[config.mk]
export PLATFORM = sky130hd
export DESIGN_NAME = mem_stage
export DESIGN_NICKNAME = d
export VERILOG_FILES = /design/src/rtl/mem_stage.sv
export SDC_FILE = /design/constraint.sdc
export NUM_CORES = 1
export LEC_CHECK = 0
export ABC_AREA = 1
export CORE_AREA = 4 4 391 393
export CTS_CLUSTER_DIAMETER = 80
export DETAILED_ROUTE_END_ITERATION = 10
export DIE_AREA = 0 0 395 397
export SETUP_SLACK_MARGIN = 0.5
export SLEW_MARGIN = 10
export SYNTH_ARGS = -nofsm -noshare
export SYNTH_HDL_FRONTEND = slang
export SYNTH_SLANG_ARGS = --single-unit
[constraint.sdc]
create_clock -name clk -period 1.2 [get_ports clk]
set_clock_uncertainty 0.2 [all_clocks]
set_input_delay 0.18 -clock clk [delete_from_list [all_inputs] [get_ports clk]]
set_output_delay 0.18 -clock clk [all_outputs]
set_load 0.01 [all_outputs]
[src/rtl/mem_stage.sv]
// MEM stage and MEM/WB register; optional 4-beat 128-bit vector access.
// Define VECTOR_MEM_EN to enable vector beat sequencing.
module mem_stage #(
  parameter logic [31:0] NOP_INSTR = 32'h0000_0013,
  parameter int          LANES     = 4
) (
  input  logic                  clk,
  input  logic                  reset,
  input  logic                  wb_clear,
  input  logic                  wb_stall,
  input  logic [31:0]           mem_instr,
  input  logic                  mem_reg_write,
  input  logic                  mem_mem_write,
  input  logic                  mem_mem_read,
  input  logic [1:0]            mem_result_src,
  input  logic                  mem_vector_op,
  input  logic [32*LANES-1:0]   mem_alu_result,
  input  logic [32*LANES-1:0]   mem_write_data,
  input  logic [31:0]           mem_pc_plus_4,
  input  logic [32*LANES-1:0]   mem_imm_ext,
  input  logic [4:0]            mem_rd,
  input  logic [31:0]           mem_read_result,
  output logic [31:0]           wb_instr,
  output logic                  wb_reg_write,
  output logic [1:0]            wb_result_src,
  output logic                  wb_vector_op,
  output logic [32*LANES-1:0]   wb_alu_result,
  output logic [31:0]           wb_pc_plus_4,
  output logic [32*LANES-1:0]   wb_imm_ext,
  output logic [4:0]            wb_rd,
  output logic [32*LANES-1:0]   wb_read_result,
  output logic [31:0]           mem_data_memory_addr,
  output logic [31:0]           mem_data_memory_writedata,
  output logic                  mem_stall_all
);

  localparam int VW = 32 * LANES;

  logic          access;
  logic [1:0]    beat;
  logic          stall_all;
  logic [VW-1:0] load_rr;

  assign access = mem_mem_read | mem_mem_write;

`ifdef VECTOR_MEM_EN
  logic            vaccess;
  logic [2:0][31:0] lane;

  assign vaccess = access & mem_vector_op;

  // beat wraps 3->0 so the next access starts fresh
  always_ff @(posedge clk) begin
    if (reset) begin
      beat <= 2'd0;
      lane <= '0;
    end else if (vaccess && !wb_stall) begin
      beat <= beat + 2'd1;
      if (beat != 2'd3)
        lane[beat] <= mem_read_result;
    end
  end

  assign stall_all = vaccess & (beat != 2'd3);
  assign mem_data_memory_writedata =
    mem_write_data[{beat, 5'b0} +: 32];
  assign load_rr = vaccess
    ? {mem_read_result, lane[2], lane[1], lane[0]}
    : {{(VW-32){1'b0}}, mem_read_result};
`else
  logic unused_ok;

  assign beat      = 2'd0;
  assign stall_all = 1'b0;
  assign mem_data_memory_writedata = mem_write_data[31:0];
  assign load_rr   = {{(VW-32){1'b0}}, mem_read_result};
  assign unused_ok = ^{access, mem_write_data[VW-1:32]};
`endif

  assign mem_data_memory_addr =
    mem_alu_result[31:0] + {28'd0, beat, 2'b00};
  assign mem_stall_all = stall_all;

  // a vector access holds WB until its last beat lands
  always_ff @(posedge clk) begin
    if (reset || wb_clear) begin
      wb_instr       <= NOP_INSTR;
      wb_reg_write   <= 1'b0;
      wb_result_src  <= 2'b00;
      wb_vector_op   <= 1'b0;
      wb_alu_result  <= '0;
      wb_pc_plus_4   <= 32'd0;
      wb_imm_ext     <= '0;
      wb_rd          <= 5'd0;
      wb_read_result <= '0;
    end else if (!wb_stall && !stall_all) begin
      wb_instr       <= mem_instr;
      wb_reg_write   <= mem_reg_write;
      wb_result_src  <= mem_result_src;
      wb_vector_op   <= mem_vector_op;
      wb_alu_result  <= mem_alu_result;
      wb_pc_plus_4   <= mem_pc_plus_4;
      wb_imm_ext     <= mem_imm_ext;
      wb_rd          <= mem_rd;
      wb_read_result <= load_rr;
    end
  end

endmodule

* After elaboration in Yosys (flattened, before gate mapping)
Cells that the tools add are included.
** Word-level totals
- Bits in registers :: 361
- Bits of input ports :: 495
- Output and inout port bits :: 522
- Word-level logic and storage cells :: 10
** Cells by class
- Reductions and logical operators :: 1
** Operators by type and width (number)
- $logic_or 1x1->1 :: 1

* Longest topological paths before layout
- Depth after elaboration :: 1
- Depth in mapped cells :: 6
- Mapped depth without buffers :: 4

* Least setup slack after synthesis
OpenSTA, ideal clock, no wires.
- Kind :: input to register
- From :: input port wb_stall
- To :: register wb_alu_result[0]
- Setup time :: 0.064 ns
- Arrival :: 0.858 ns
- Required time :: 0.936 ns
- Slack :: 0.078 ns
- Cell stages on the path :: 5
- Buffers on the path :: 3
- Cell sequence :: buf_4 > buf_4 > clkbuf_1 > nor2_1 > nor2_1
** RTL lines
- start, declared :: line 10 : input logic wb_stall,
- end signal, assigned :: line 101 : wb_alu_result <= mem_alu_result;
- end, declared :: line 27 : output logic [32*LANES-1:0] wb_alu_result,

* Worst setup path after layout
- From :: register wb_instr[29]
- To :: output port wb_instr[29]
** RTL lines
- start, declared :: line 23 : output logic [31:0] wb_instr,
- start signal, assigned :: line 97 : wb_instr <= mem_instr;
No word-level cell between the ends.

==> run metrics <==
Vias/cell 3.031; NetSw 9236 uW; GRT overflow 0; Highest Clock Rate 657.6 MHz; post-synthesis sequential area ratio 0.4555; Leakage about 0.013 uW; Worst-Skew Late Latency 0.60 ns; vias 16120; worst endpoint required time 0.82 ns; post-detail-place hpwl approximately 64000 um; TritonCTS buffer count 50; Die ar. 156800 um2; predominant post-synthesis flop cell dfxtp_1; P_int 24370 uW; area share of the largest cell type after synthesis 0.4555; Hold EP wb_alu_result[2]; hold path cells 4; CP Launch Type register; Area Growth Syn to Fin 86.91%; Worst-Margin Slew 0.5328 ns; initial antenna violation count 37; Reg2Reg Launch Point wb_instr[12]; # nets final 3751; setup slack, reg-to-reg 0.25 ns; gpl congestion 0.8499; final period utilization 1.267; Setup CP Type register to output port; total power 33600 uW; PortBufs approximately 760; top cells by area, synth dfxtp_1 46%, nand2_1 17%, nor2_1 17%, buf_4 8.7%, inv_1 8.5%; reg-to-reg endpoint wb_instr[12]; H-tree depth 2; pre-CTS WS -0.7661 ns; first-pass GRT wire length 107900 um; Synth top cells by count 722 x nand2_1, 716 x nor2_1, 361 x dfxtp_1; worst setup margin -0.3206 ns; depth of the most critical reg-to-reg path 5; root buffer cell clkbuf_16; drt first pass iters 5; Top delay family on crit path flip-flops; setup violators final 361; GR Util met3 0.04994; vias in the first global route 15330; CP max stage cell dfxtp_4; Starting Density 0.1062; Reg clk slew, reported paths 0.06 ns; Mapped Cells between 2000 and 2500; part of the power in combinational logic 0.178; Core Area 149400 um2; failing checks hold timing, setup timing; I/O pins 1017; syn avg cell area 6.495 um2; drt drc 0; ys async rst share 0; wire per inst 15.11 um; Sequential Power Share 0.387; Hold Startpoint mem_alu_result[2]; Synth area leader dfxtp_1; Die Wd 395 um; clk buf depth 3; row cnt between 100 and 150; final hold slack -0.3265 ns; post-route ant nets 0; status complete, but fails checks; CP Data Arrival Time 1.14 ns; Die Ht 397 um; max-cap violations 0; HP Class input port to register; top-count cell post-synth nand2_1; final hold viol count 287; CTS tree done; Yosys cell types 12; slowest cell delay on critical path between 0.3 and 0.4 ns; Synthesis Warnings 0; Buf+Inv Stages, Crit Path 1; Iteration-0 DRC Markers 589; RSZ-0062 raised after global routing yes; critical path, cell by cell buf_12; most used routing layer met2; EDFF count, synth 0; cts hold-fix bufs 10; peak supply drop 0.8710 mV; routed wire length 80390 um; routing usage on met1 0.1046; Slew Limit Fails 0; post-synthesis register bit count 361; Tmin final 1.521 ns; largest net degree at the start of global routing 120; Slew Limit Headroom 0.6448; layout cells sized above 1 0.3447; Tot GR Track Use 0.09497; power per cell area 1133 nW/um2; switch share 0.2749; crit path capture type output port; clock share of power 0.434; area of the mapped netlist 15870 um2; met2 Resource Use GR 0.1574; Max FO, Critical Path 2; Clock Sinks 361
metal layers:
layer  vias to the layer above  routed length, um
met5                         -                230
met4                        36               2373
met3                       141               8902
met2                       587              37750
met1                      7049              31130
li1                       8310                  -
worst register-to-register path: cells and delay by family (launching register included):
kind,cells,cell delay [ns]
buf+inv,2,0.16
flops,1,0.32
simple gates,3,0.16
placed cells by master, fill, tap and decap left out, drive strengths merged:
master / n
nand2: 722
nor2: 717
buf: 601
inv: 367
dfxtp: 361
clkdlybuf4s50: 329
conb: 97
clkbuf: 74
diode: 10
dlygate4sd3: 10
clkinv: 9
nand3: 3
clkinvlp: 2
bufinv: 1
registers in the layout, indices dropped and copies added, names as in the netlist:
| register | flops |
|---|---|
| wb_rd | 5 |
| wb_alu_result | 128 |
| wb_vector_op | 1 |
| wb_pc_plus_4 | 32 |
| wb_read_result | 32 |
| wb_reg_write | 1 |
| wb_instr | 32 |
| wb_imm_ext | 128 |
| wb_result_src | 2 |
per-stage QoR:
| stage | area [um2] | utilization | hold slack, ns | instances | TNS [ns] |
|---|---|---|---|---|---|
| 6_report | 29660 | 0.1985 | -0.3265 | 5319 | -87.31 |
| 5_1_grt | 29640 | 0.1984 | -0.3753 | 5312 | -114.48 |
| 4_1_cts | 29070 | 0.1946 | -0.4131 | 5272 | -118.23 |
| 3_5_place_dp | 26270 | 0.1758 | 0.1601 | 5138 | -249.93 |
| 3_3_place_gp | 26270 | 0.1758 | 0.1601 | 5138 | -245.84 |
| 2_1_floorplan | 17070 | - | 0.1005 | 2539 | 0 |
power groups by stage:
stage | sequential [uW] | combinational, uW | clock [uW]
2_1_floorplan | 13300 | 2480 | 0
3_3_place_gp | 13200 | 5600 | 0
3_5_place_dp | 13200 | 5620 | 0
4_1_cts | 13000 | 5930 | 15300
5_1_grt | 13100 | 6570 | 15700
6_report | 13000 | 5990 | 14600
kinds of logic after synthesis:
logic type,after synthesis,synth area share
other cells,1,0.0002363
flops,361,0.4555
buf+inv,639,0.2019
simple gates,1442,0.3424
repair_timing:
action | 4_1_cts | 5_1_grt
endpoints found under the setup margin | 754 | 754
endpoints found under the hold margin | 355 | 321
cloned | 2 | 5
pin swaps | 29 | 74
buffers inserted | 33 | 32
resized for setup | 2028 | 121
worst max-delay path by stage:
stage	from	to	slack (ns)	cells past startpoint
6_report	wb_instr[29]	wb_instr[29]	-0.32	1
3_5_place_dp	wb_clear	wb_read_result[22]	-0.77	6
5_1_grt	wb_alu_result[1]	wb_alu_result[1]	-0.39	1
2_1_floorplan	wb_stall	wb_imm_ext[101]	0.18	5
3_3_place_gp	wb_clear	wb_read_result[28]	-0.75	6
4_1_cts	wb_instr[29]	wb_instr[29]	-0.41	1
layout make-up:
cell class | instances | area [um2]
fillers | 16560 | 119800
clock buffers | 69 | 1403
flip-flops and latches | 361 | 7756
diodes | 10 | 25.02
repair buffers | 945 | 10540
multi-input cells | 1539 | 5874
well taps | 2016 | 2522
clock inverters | 20 | 192.7
inverters | 359 | 1348
No activity file was read; power rests on OpenSTA's default activity.
